### src/rtl/fft_peak_detect.sv
// fft_peak_detect
//   Captures one 16-bin complex spectrum frame from the upstream FFT stage,
//   squares the magnitude of one bin per cycle and reports the index of the
//   strongest bin. Ties resolve to the lowest bin index.
//
// Ports
//   clk               system clock, rising edge
//   rst               asynchronous active-high reset
//   fft_valid         single-cycle strobe, fft_d0..fft_d15 hold a full frame
//   fft_d0..fft_d15   bin k: [2*DW-1:DW] signed real, [DW-1:0] signed imag
//   done              one-cycle pulse, freq has just been updated
//   freq              peak-magnitude bin index of the last completed frame
//   busy              high while a frame is scanned (SCAN or FLUSH)
//   overrun           one-cycle pulse, an fft_valid was dropped
module fft_peak_detect #(
  parameter int DW = 16,
  parameter int MW = 2 * DW
) (
  input  logic            clk,
  input  logic            rst,
  input  logic            fft_valid,
  input  logic [2*DW-1:0] fft_d0,
  input  logic [2*DW-1:0] fft_d1,
  input  logic [2*DW-1:0] fft_d2,
  input  logic [2*DW-1:0] fft_d3,
  input  logic [2*DW-1:0] fft_d4,
  input  logic [2*DW-1:0] fft_d5,
  input  logic [2*DW-1:0] fft_d6,
  input  logic [2*DW-1:0] fft_d7,
  input  logic [2*DW-1:0] fft_d8,
  input  logic [2*DW-1:0] fft_d9,
  input  logic [2*DW-1:0] fft_d10,
  input  logic [2*DW-1:0] fft_d11,
  input  logic [2*DW-1:0] fft_d12,
  input  logic [2*DW-1:0] fft_d13,
  input  logic [2*DW-1:0] fft_d14,
  input  logic [2*DW-1:0] fft_d15,
  output logic            done,
  output logic [3:0]      freq,
  output logic            busy,
  output logic            overrun
);

  typedef enum logic [1:0] {
    IDLE  = 2'd0,
    SCAN  = 2'd1,
    FLUSH = 2'd2
  } state_t;

  // Squared magnitude re^2 + im^2. Each product is at most 2^(2*DW-2), so
  // the sum (at most 2^(2*DW-1)) always fits the unsigned MW-bit result.
  function automatic logic [MW-1:0] mag_sq(input logic [2*DW-1:0] bin);
    logic signed [DW-1:0]   re_v;
    logic signed [DW-1:0]   im_v;
    logic signed [2*DW-1:0] p_re;
    logic signed [2*DW-1:0] p_im;
    re_v = bin[2*DW-1:DW];
    im_v = bin[DW-1:0];
    p_re = (2*DW)'(re_v) * (2*DW)'(re_v);
    p_im = (2*DW)'(im_v) * (2*DW)'(im_v);
    return MW'(p_re) + MW'(p_im);
  endfunction

  state_t          state_r;
  state_t          state_s;
  logic [3:0]      idx_r;
  logic [3:0]      idx_s;
  logic            pend_r;     // frame accepted at idx=15, starts from FLUSH
  logic            pend_s;
  logic            accept_s;
  logic            drop_s;
  logic            sq_en_s;

  logic [2*DW-1:0] in_s [16];
  logic [2*DW-1:0] frame_r [16];

  logic [MW-1:0]   sq_r;
  logic            sq_valid_r;
  logic [3:0]      sq_bin_r;
  logic [MW-1:0]   maxv_r;
  logic [3:0]      maxi_r;
  logic            fin_r;      // final compare of a frame completes this cycle

  logic            done_r;
  logic [3:0]      freq_r;
  logic            busy_r;
  logic            overrun_r;

  assign in_s[0]  = fft_d0;
  assign in_s[1]  = fft_d1;
  assign in_s[2]  = fft_d2;
  assign in_s[3]  = fft_d3;
  assign in_s[4]  = fft_d4;
  assign in_s[5]  = fft_d5;
  assign in_s[6]  = fft_d6;
  assign in_s[7]  = fft_d7;
  assign in_s[8]  = fft_d8;
  assign in_s[9]  = fft_d9;
  assign in_s[10] = fft_d10;
  assign in_s[11] = fft_d11;
  assign in_s[12] = fft_d12;
  assign in_s[13] = fft_d13;
  assign in_s[14] = fft_d14;
  assign in_s[15] = fft_d15;

  // Next-state, accept/drop decisions and stage-1 enable.
  always_comb begin
    state_s  = state_r;
    idx_s    = idx_r;
    pend_s   = pend_r;
    accept_s = 1'b0;
    drop_s   = 1'b0;
    sq_en_s  = 1'b0;
    case (state_r)
      IDLE: begin
        if (fft_valid) begin
          accept_s = 1'b1;
          idx_s    = 4'd0;
          state_s  = SCAN;
        end else begin
          state_s  = IDLE;
        end
      end
      SCAN: begin
        sq_en_s = 1'b1;
        if (idx_r == 4'd15) begin
          // Bin 15 is squared on this edge, so the buffer is free to reload.
          idx_s   = 4'd0;
          state_s = FLUSH;
          if (fft_valid) begin
            accept_s = 1'b1;
            pend_s   = 1'b1;
          end else begin
            pend_s   = 1'b0;
          end
        end else begin
          idx_s  = idx_r + 4'd1;
          drop_s = fft_valid;
        end
      end
      FLUSH: begin
        drop_s = fft_valid;
        if (pend_r) begin
          // FLUSH doubles as the idx=0 step of the pending frame.
          sq_en_s = 1'b1;
          idx_s   = idx_r + 4'd1;
          pend_s  = 1'b0;
          state_s = SCAN;
        end else begin
          state_s = IDLE;
        end
      end
      default: begin
        state_s = IDLE;
        idx_s   = 4'd0;
        pend_s  = 1'b0;
      end
    endcase
  end

  // FSM state, bin index and pending-frame flag.
  always_ff @(posedge clk or posedge rst) begin
    if (rst) begin
      state_r <= IDLE;
      idx_r   <= 4'd0;
      pend_r  <= 1'b0;
    end else begin
      state_r <= state_s;
      idx_r   <= idx_s;
      pend_r  <= pend_s;
    end
  end

  // Frame buffer capture on an accepted fft_valid.
  always_ff @(posedge clk or posedge rst) begin
    if (rst) begin
      for (int i = 0; i < 16; i++) frame_r[i] <= '0;
    end else if (accept_s) begin
      for (int i = 0; i < 16; i++) frame_r[i] <= in_s[i];
    end
  end

  // Stage 1: square the selected bin.
  always_ff @(posedge clk or posedge rst) begin
    if (rst) begin
      sq_r       <= '0;
      sq_valid_r <= 1'b0;
      sq_bin_r   <= 4'd0;
    end else begin
      sq_valid_r <= sq_en_s;
      if (sq_en_s) begin
        sq_r     <= mag_sq(frame_r[idx_r]);
        sq_bin_r <= idx_r;
      end
    end
  end

  // Stage 2: running maximum; bin 0 opens a new frame, strict > keeps the
  // lowest index on ties.
  always_ff @(posedge clk or posedge rst) begin
    if (rst) begin
      maxv_r <= '0;
      maxi_r <= 4'd0;
    end else if (sq_valid_r && ((sq_bin_r == 4'd0) || (sq_r > maxv_r))) begin
      maxv_r <= sq_r;
      maxi_r <= sq_bin_r;
    end
  end

  // Registered outputs: result publication one cycle after the final compare.
  always_ff @(posedge clk or posedge rst) begin
    if (rst) begin
      fin_r     <= 1'b0;
      done_r    <= 1'b0;
      freq_r    <= 4'd0;
      busy_r    <= 1'b0;
      overrun_r <= 1'b0;
    end else begin
      fin_r     <= (state_r == FLUSH);
      done_r    <= fin_r;
      busy_r    <= (state_s != IDLE);
      overrun_r <= drop_s;
      if (fin_r) begin
        freq_r <= maxi_r;
      end
    end
  end

  assign done    = done_r;
  assign freq    = freq_r;
  assign busy    = busy_r;
  assign overrun = overrun_r;

endmodule

### config.mk
export PLATFORM = sky130hd
export DESIGN_NAME = fft_peak_detect
export DESIGN_NICKNAME = d
export VERILOG_FILES = /design/src/rtl/fft_peak_detect.sv
export SDC_FILE = /design/constraint.sdc
export NUM_CORES = 2
export LEC_CHECK = 0
export CAP_MARGIN = 40
export CORE_ASPECT_RATIO = 0.5
export CORE_MARGIN = 1.5
export CORE_UTILIZATION = 40
export CTS_CLUSTER_DIAMETER = 200
export CTS_CLUSTER_SIZE = 16
export DETAILED_ROUTE_END_ITERATION = 7
export SYNTH_ARGS = -nofsm -noshare
export SYNTH_HDL_FRONTEND = slang
export SYNTH_SLANG_ARGS = --single-unit
### constraint.sdc
create_clock -name clk -period 60.7 [get_ports clk]
set_input_delay 15.175 -clock clk [delete_from_list [all_inputs] [get_ports clk]]
set_output_delay 15.175 -clock clk [all_outputs]
set_load 0.02 [all_outputs]
==> impl_results.md <==
* Number of enable flip-flop cells after synthesis at 0
* CP most frequent cell: buf_4
* Routability congestion estimate at 0.8847
* RSZ-0062 raised after global routing: no
* Post-synthesis sequential area ratio at 0.3364
* # rows at 86
* DR vias/cell at 4.998
* Routed vias at 27670
* GRT overflow at 0
* Worst-path clk slew at 70 ps
* Register Area at 0.01503 mm²
* Synth Area per Inst at 12.56 µm²
* Critical Path Fanout Max at 175
* Finish-stage setup viols at 0
* Clock tree from TritonCTS: done
* Max-Cap Viols at 0
* CTS Hold Bufs at 0
* PostCTS Resize Cnt at 0
* Filler instances at 9856
* Slew headroom at 0.2010
* CP Data Required Time at 61340 ps
* Drt first pass iters at 5
* Number of register bits inferred by synthesis at 600
* Startpoint types: input port
* DP HPWL at 96.65 mm
* Vias in the first global route at 30630
* Largest net degree at the start of global routing at 176
* Nets at 5238
* First-iteration detailed-routing DRC count at 1551
* Core ar. at 0.1104 mm²
* Die Height at 239.2 µm
* All-layer global routing usage at 0.2192
* Endpoint class of the critical path: asynchronous set/reset pin
* Clock sinks at 600
* Post-synth cell types at 64
* Fmax at 55.40 MHz
* Largest stage delay, worst path at 800 ps
* Bufs on Longest Clock Path at 3
* Root Driver: clkbuf_16
* WL/cell at 22.01 µm
* Area of the mapped netlist at 0.04464 mm²
* Synth Instances at 3555
* Synthesis-to-layout area growth at 18.01%
* Post-CTS Setup Bufs at 0
* Post-Syn Nets at 4778
* Final Skew at 38.26 ps
* IO Count at 522
* Routed Antenna Nets at 0
* Fin crit period at 18050 ps
* Die X at 475.4 µm
* DRC viols at 0
* Share of post-route cells with drive strength above 1 at 0.2103
* TritonCTS Buffers at 43
* Hold crit path type: flip-flop to flip-flop
* Critical path's slowest cell: buf_4
* Ys flop type: dfrtp_1
* Crit path DAT at 18690 ps
* Worst Path Buf+Inv at 5
* Final Hold Viols at 0
* First-pass GRT wire length at 187.5 mm
* Starting Density at 0.4043
* Routed WL at 121.8 mm
* Initial antenna violation count at 27
* I/O Buffers at 521
* CP Cell Sequence: clkdlybuf4s50_1 > inv_8 > buf_4 > buf_12 > buf_4
* Post-route setup TNS at 0 ps
* Worst-Margin Slew at 1198 ps
* YS warnings at 0
* Worst skew pair latency at 630 ps
* Synth async-reset ratio at 1.000
* Die ar. at 0.1137 mm²
* Worst Setup Path Type: input port to asynchronous set/reset pin
* H-Tree Level Count at 2
* Status: completed
* Final Cycle Share at 0.2974
* Final Slew Violations at 0
* Area of the multi-input gates at 0.02627 mm²
* CP top delay family: buffers and inverters
[cell families (layout without fill, tap and decap cells)]
kind of cell | after synthesis | after routing | share of synthesized area
buf+inv | 850 | 1314 | 0.07565
flops | 600 | 600 | 0.3364
mux | 736 | 736 | 0.2232
fa+ha+maj | 708 | 708 | 0.2862
simple gates | 443 | 443 | 0.04263
xor+xnor | 51 | 51 | 0.01001
other cells | 0 | 22 | 0
compound gates | 167 | 167 | 0.02593
[state kept, by name, summed over array words and instances, names as in the netlist]
| register | cells |
|---|---|
| busy | 1 |
| done | 1 |
| fin_r | 1 |
| frame_r | 512 |
| freq | 4 |
| idx_r | 4 |
| maxi_r | 4 |
| maxv_r | 32 |
| overrun | 1 |
| pend_r | 1 |
| sq_bin_r | 4 |
| sq_r | 32 |
| sq_valid_r | 1 |
| state_r | 2 |
[per-stage QoR]
| stage | std cells | hold WS [ps] | utilization | instance area, µm² | worst slack (ps) |
|---|---|---|---|---|---|
| global route | 5533 | 509.4 | 0.4770 | 52670 | 42160 |
| CTS | 5515 | 501.9 | 0.4766 | 52620 | 42530 |
| detailed placement | 5466 | 486.1 | 0.4662 | 51470 | 41860 |
| floorplan | 3555 | 442.4 | - | 44640 | 28730 |
| global placement | 5462 | 481.7 | 0.4652 | 51360 | 41890 |
| finish | 5537 | 503.1 | 0.4771 | 52680 | 42650 |
[area by class of cell]
cell class                      instances  area share
Sequential cell                       600      0.2853
Antenna cell                           22    0.001045
Timing Repair Buffer                  563      0.1075
Tap cell                             1496     0.03553
Clock inverter                          4    0.001211
Multi-Input combinational cell       2105      0.4987
Inverter                              702     0.05017
Clock buffer                           45     0.02057
[worst paths after layout]
path	from	endpoint	slack, ps	cells after the start
max	rst	frame_r[36]	42650	5
max reg2reg	idx_r[0]	sq_r[31]	49590	29
max in group clk	fft_valid	frame_r[170]	42750	7
min in group asynchronous	rst	frame_r[506]	15070	2
min	frame_r[420]	frame_r[420]	500	1
min reg2reg	frame_r[420]	frame_r[420]	500	1
[synthesized netlist by cell type (14+ instances only)]
library cell	number	share of area
and2_1	21	0.0029
xor2_1	14	0.0027
fa_1	522	0.23
a21o_1	19	0.0032
buf_2	47	0.0053
clkbuf_1	71	0.0060
mux2_2	544	0.14
nand2_1	209	0.018
mux2i_1	21	0.0047
mux4_2	141	0.071
dfrtp_1	600	0.34
mux2_4	30	0.010
ha_1	186	0.052
xnor2_1	37	0.0073
nor2_1	131	0.011
inv_1	698	0.059
o21ai_0	44	0.0049
a21oi_1	30	0.0034
[cell usage in the layout, fill, tap and decap left out, types with 5 or more instances in the layout]
cell	Yosys	layout
inv_1	698	697
dfrtp_1	600	596
mux2_2	544	544
fa_1	522	522
clkdlybuf4s50_1	0	521
nand2_1	209	209
ha_1	186	186
mux4_2	141	141
nor2_1	131	131
clkbuf_16	0	43
o21ai_0	44	39
xnor2_1	37	37
buf_4	11	34
a21oi_1	30	30
mux2_4	30	30
diode_2	0	22
mux2i_1	21	21
and2_1	21	21
a21o_1	19	19
o21ai_1	12	15
xor2_1	14	14
nand3_1	12	12
nor2b_1	12	12
nand4_1	12	12
or2_2	11	11
nor3_1	11	11
o21a_1	7	7
nand2b_1	7	7
o21bai_1	7	7
o21ai_2	6	6
a211oi_1	5	5
o31ai_1	5	5
[routing by layer]
metal | global-route usage | vias up | routed length [µm]
met3 | 0.03664 | 108 | 5604
li1 | - | 12360 | -
met4 | 0.05092 | 2 | 2207
met5 | 0 | - | 8
met1 | 0.3017 | 14720 | 53470
met2 | 0.3635 | 478 | 60550
Power is left out: the tool's default activity adds up to more than one toggle a clock period on the data nets, which glitch-free logic cannot reach.
